## src/rtl/sequence_counter_p.sv

```systemverilog
// rtl/sequence_counter_p.sv - table-driven sequence counter with wrap pulse; optional backward stepping via SEQ_DOWN_EN
module sequence_counter_p #(
    parameter int WIDTH = 4,
    parameter int DEPTH = 8,
    localparam int AW = $clog2(DEPTH)
) (
    input  logic             clk,
    input  logic             clr,
    input  logic             en,
    input  logic             dir,
    input  logic             load,
    input  logic [AW-1:0]    load_idx,
    input  logic             wr_en,
    input  logic [AW-1:0]    wr_addr,
    input  logic [WIDTH-1:0] wr_data,
    input  logic             last_we,
    input  logic [AW-1:0]    last_in,
    output logic [WIDTH-1:0] q,
    output logic [WIDTH-1:0] qb,
    output logic [AW-1:0]    idx,
    output logic             tc
);

    logic [WIDTH-1:0] tbl_q [DEPTH];
    logic [WIDTH-1:0] tbl_d [DEPTH];
    logic [AW-1:0]    idx_q, idx_d;
    logic [AW-1:0]    last_q, last_d;
    logic             tc_q, tc_d;
    logic             step_fwd;

`ifdef SEQ_DOWN_EN
    assign step_fwd = dir;
`else
    logic unused_dir;
    assign step_fwd   = 1'b1;
    assign unused_dir = dir;
`endif

    always_comb begin
        tbl_d = tbl_q;
        if (wr_en) begin
            tbl_d[wr_addr] = wr_data;
        end
        // A last write in the same edge already governs this edge's bound.
        last_d = last_we ? last_in : last_q;
        idx_d  = idx_q;
        tc_d   = 1'b0;
        if (load) begin
            idx_d = (load_idx > last_d) ? last_d : load_idx;
        end else if (en) begin
            if (step_fwd) begin
                if (idx_q < last_d) begin
                    idx_d = idx_q + 1'b1;
                end else begin
                    idx_d = '0;
                    tc_d  = 1'b1;
                end
            end else begin
                if (idx_q != '0) begin
                    idx_d = idx_q - 1'b1;
                end else begin
                    idx_d = last_d;
                    tc_d  = 1'b1;
                end
            end
        end
    end

    always_ff @(posedge clk or negedge clr) begin
        if (!clr) begin
            for (int i = 0; i < DEPTH; i++) begin
                tbl_q[i] <= WIDTH'(i);
            end
            idx_q  <= '0;
            last_q <= AW'(DEPTH - 1);
            tc_q   <= 1'b0;
        end else begin
            tbl_q  <= tbl_d;
            idx_q  <= idx_d;
            last_q <= last_d;
            tc_q   <= tc_d;
        end
    end

    assign q   = tbl_q[idx_q];
    assign qb  = ~q;
    assign idx = idx_q;
    assign tc  = tc_q;

endmodule

```

## config.mk

```make
export PLATFORM = sky130hd
export DESIGN_NAME = sequence_counter_p
export DESIGN_NICKNAME = d
export VERILOG_FILES = /design/src/rtl/sequence_counter_p.sv
export SDC_FILE = /design/constraint.sdc
export NUM_CORES = 1
export LEC_CHECK = 0
export CORE_ASPECT_RATIO = 1.1
export CORE_MARGIN = 2
export CORE_UTILIZATION = 45
export CTS_CLUSTER_DIAMETER = 60
export CTS_CLUSTER_SIZE = 25
export DETAILED_ROUTE_END_ITERATION = 10
export PLACE_DENSITY = 0.68
export SYNTH_ARGS = -nofsm -noshare
export SYNTH_HDL_FRONTEND = slang
export SYNTH_SLANG_ARGS = --single-unit
```

## constraint.sdc

```tcl
create_clock -name clk -period 2.13 [get_ports clk]
set_input_delay 0.426 -clock clk [delete_from_list [all_inputs] [get_ports clk]]
set_output_delay 0.426 -clock clk [all_outputs]
set_load 0.05 [all_outputs]
```

### After elaboration in Yosys (flattened, before gate mapping)

Index checks and enable logic that the tools add are counted.

| storage, ports and cells | value |
|---|---|
| flip-flop bits (word level) | 39 |
| output and inout bits | 12 |

| cells by class | value |
|---|---|
| $add $sub $neg | 1 |
| order comparisons | 5 |
| muxes and demuxes | 14 |
| bitwise operators | 3 |
| reductions and logical operators | 2 |

Operators with widths:

| cell | count |
|---|---|
| bitwise mux 32 bit | 1 |
| two-way mux 3 bit | 5 |
| binary-select mux 4 bit (select 3 bit) | 1 |
| demux 4 bit (select 3 bit) | 1 |
| two-way mux 4 bit | 3 |
| >= comparator 4 bit (second input constant) | 2 |
| NOT 3 -> 4 bit | 2 |
| < comparator 4 x 1 -> 1 bit (second input constant) | 1 |
| NOT 4 bit | 1 |
| adder 3 x 1 -> 3 bit (second input constant) | 1 |
| greater-than comparator 3 bit | 1 |
| < comparator 3 bit | 1 |
| two-way mux 1 bit | 3 |
| nonzero test 2 bit | 1 |
| logical AND 1 bit | 1 |

### Logic depth before layout (Yosys ltp)

| depth | value |
|---|---|
| depth after elaboration | 6 |
| gate-level depth with buffers | 8 |
| mapped depth without buffers | 8 |

### Least setup slack after synthesis

OpenSTA, ideal clock, no wires.

| timing | value |
|---|---|
| kind | register to output |
| from | register idx_q[0], in the netlist idx[0] |
| to | output q[3] |
| arrival time | 2.809 ns |
| path slack | -1.105 ns |
| stages on the path, launching flop included | 5 |
| buffers on the path | 1 |
| path through | dfrtp_1 -> buf_4 -> mux4_2 -> mux2i_1 -> inv_1 |

| between the ends | value |
|---|---|
| word-level cells in the longest chain between the ends | 4 |

RTL lines:

| item | RTL line | source |
|---|---|---|
| start, declared | 26 | `logic [AW-1:0] idx_q, idx_d;` |
| start signal, assigned | 79 | `idx_q <= idx_d;` |
| NOT 3 -> 4 bit (not written as such) | 85 | `assign q = tbl_q[idx_q];` |
| binary-select mux 4 bit (select 3 bit) | 85 |  |
| two-way mux 4 bit (not written as such) (2 in a row) | 85 |  |
| end, declared | 18 | `output logic [WIDTH-1:0] q,` |

Every way passes these cells. The select of a mux whose other input is x is not followed.

### Final worst setup path

| timing | value |
|---|---|
| from | register idx_q[0], in the netlist idx[0] |
| to | output q[0] |

The elaborated chain is that of the path after synthesis.

==> results.md <==
* Nets at 213
* Clock latency on the worst-skew pair at 0.29 ns
* Critical path class: reg -> out
* Number of global-route vias before repair at 1378
* Internal at 1.86 mW
* Failing checks: negative setup slack
* Cell Area, Synth at 1990 um^2
* Final Power at 2.94 mW
* Initial core utilization at 46.5%
* Final Worst Setup Slack at -0.141 ns
* Seq cells post-synth at 39
* Final Hold Vio Count at 0
* Syn nets at 163
* CP max stage delay at 0.51 ns
* Antenna diodes at 0
* Worst slew pin tran at 0.493 ns
* Share of layout cells above drive strength 1 at 62.8%
* Reg2reg setup slack at 0.17 ns
* Yosys warns at 0
* Worst path buffer plus inverter count at 3
* Final Cycle Share at 107%
* Avg Vias per Cell at 5.44
* Clock sink count at 39
* Routability congestion estimate from global placement at 0.780
* Cts bufs inserted at 5
* Clock Tree Buf Depth at 2
* DIE AREA at 4980 um^2
* Clock power share at 17.5%
* Fin area at 2740 um^2
* DRC Markers at 0
* Max Fclk at 0.440 GHz
* Fin crit period at 2.27 ns
* Initial antenna violation count at 0
* Unrepaired setup endpoints after global routing: true
* Power share of the sequential group at 35.1%
* Slew HR at 67.0%
* Total of max-cap violations at 0
* Global Route Usage Sum at 19.6%
* # port buffers at 30
* CP max FO at 5
* LEAKAGE at 1.13 nW
* Die span in x at 67.5 um
* CP Cell Sequence: buf_12 -> mux4_2 -> mux2i_4 -> inv_2 -> buf_6
* CP startpoint kind: flop
* WL final at 4.34 mm
* PwrDens at 1070 nW/um^2
* Critical path data arrival time at 1.84 ns
* Netlist cell types at 30
* Routed Antenna Nets at 0
* Worst Path Required at 1.70 ns
* CTS tree: built
* Crit-path leading delay family: multiplexers
* CP endpoint kind: output pin
* Final core occ at 63.9%
* Switch Pwr at 1.08 mW
* Outcome: finished with violations
* Die Y at 73.8 um
* Sequential element share of the synthesized area at 49.9%
* Avg WL per Cell at 17.9 um
* Detailed Place HPWL at 3.08 mm
* Final setup viols at 8
* Comb power frac at 47.4%
* Layout area overhead at 37.4%
* Dpl cell area at 2540 um^2
* Largest net degree at the start of global routing at 40
* WHS at 0.502 ns
* Drt initial violations at 39
* Root Driver: clkbuf_8
* Final slew viol count at 0
* CP max-delay cell: dfrtp_4
* Worst VDD drop at 0.879 mV
* Site Rows at 25
* DRT Pass-1 Iters at 4
* Core ar. at 4290 um^2
* Mean Syn Cell Area at 14.5 um^2
* Vias at 1316
* Post-Route Skew at 0.000919 ns
* H-tree depth at 2
* Switch share at 36.9%
* Setup_tns at -0.857 ns
* Post-synthesis cell count at 137
* I/O pins at 32
* First-pass GRT wire length at 6.89 mm
* Clk pin slew, worst setup/hold paths at 0.08 ns
* Hold Crit Class: in -> async
* GR Overflow Total at 0
==> layout by cell type (no fill, tap or decap), drive strengths merged <==
cell | Yosys | final
a211oi | 2 | 2
a21boi | 1 | 1
a21oi | 4 | 4
a32oi | 1 | 1
buf | 2 | 27
clkbuf | 1 | 5
clkdlybuf4s50 | 0 | 18
clkinvlp | 0 | 2
dfrtp | 24 | 24
dfstp | 15 | 15
dlygate4sd2 | 0 | 1
ha | 6 | 6
inv | 9 | 10
mux2 | 35 | 35
mux2i | 7 | 7
mux4 | 8 | 8
nand2 | 3 | 3
nand2b | 1 | 1
nand4 | 1 | 1
nand4b | 3 | 3
nor2 | 1 | 1
nor2b | 1 | 1
nor3 | 5 | 5
nor3b | 3 | 3
o21ai | 3 | 3
o31a | 1 | 1
==> synthesized netlist by cell type (all sizes together) <==
| library cell | count | area (um^2) |
|---|---|---|
| a211oi | 2 | 32.5 |
| a21boi | 1 | 7.51 |
| a21oi | 4 | 20.0 |
| a32oi | 1 | 8.76 |
| buf | 2 | 12.5 |
| clkbuf | 1 | 3.75 |
| dfrtp | 24 | 601 |
| dfstp | 15 | 394 |
| ha | 6 | 75.1 |
| inv | 9 | 33.8 |
| mux2 | 35 | 398 |
| mux2i | 7 | 70.1 |
| mux4 | 8 | 180 |
| nand2 | 3 | 11.3 |
| nand2b | 1 | 6.26 |
| nand4 | 1 | 6.26 |
| nand4b | 3 | 26.3 |
| nor2 | 1 | 3.75 |
| nor2b | 1 | 6.26 |
| nor3 | 5 | 35.0 |
| nor3b | 3 | 32.5 |
| o21ai | 3 | 18.8 |
| o31a | 1 | 10.0 |
==> metal layers <==
layer	wire length, um	global-route usage (%)
met1	1840	24.1
met2	2250	34.1
met3	194	4.13
met4	60	6.12
met5	0	0
==> through the flow <==
stage | cells | worst slack [ns]
3_5_place_dp | 231 | -0.462
6_report | 242 | -0.141
5_1_grt | 242 | -0.192
2_1_floorplan | 137 | -0.299
4_1_cts | 241 | -0.162
3_3_place_gp | 231 | -0.395
==> registers in the layout (all words and copies together) (netlist names) <==
name	count
idx	3
last_q	3
tc	1
tbl_q	32
==> logic make-up (layout without fill, tap and decap cells) <==
kind of cell | after synthesis | after routing | synth area share (%)
simple gates | 18 | 18 | 6.40
flops | 39 | 39 | 49.9
fa+ha+maj | 6 | 6 | 3.77
buf+inv | 12 | 63 | 2.51
mux | 50 | 50 | 32.5
compound gates | 12 | 12 | 4.90
==> timing repair <==
item | CTS | global route
resized for setup | 10 | 12
hold buffers | 0 | 0
setup buffers | 2 | 1
endpoints found under the setup margin | 11 | 11
pin swaps | 1 | 3
==> power groups by stage <==
stage          Clock (mW)  Combinational, mW  Sequential (mW)
2_1_floorplan           0              0.831             1.05
3_3_place_gp            0               1.26             1.05
3_5_place_dp            0               1.28             1.06
4_1_cts             0.529               1.37             1.03
5_1_grt             0.565               1.47             1.06
6_report            0.514               1.39             1.03
==> cell type report <==
type	count	area [um^2]
Multi-Input combinational cell	86	1040
Sequential cell	39	1000
Clock inverter	3	23.8
Tap cell	54	67.6
Fill cell	320	1550
Clock buffer	5	68.8
Inverter	9	33.8
Timing Repair Buffer	46	502
==> worst paths after layout <==
path / startpoint / endpoint / depth (start not counted)
worst max-delay path: idx[0]$_DFFE_PN0P_ / q[0] / 5
worst min-delay path: clr / tbl_q[7]$_DFFE_PN0P_ / 2
worst max register to register: last_q[1]$_DFF_PN1_ / idx[1]$_DFFE_PN0P_ / 8
worst min register to register: tbl_q[13]$_DFFE_PN0P_ / tbl_q[13]$_DFFE_PN0P_ / 1
max in group asynchronous: clr / tbl_q[0]$_DFFE_PN1P_ / 2
min in group clk: tbl_q[13]$_DFFE_PN0P_ / tbl_q[13]$_DFFE_PN0P_ / 1
No activity file was read; power rests on OpenSTA's default activity.
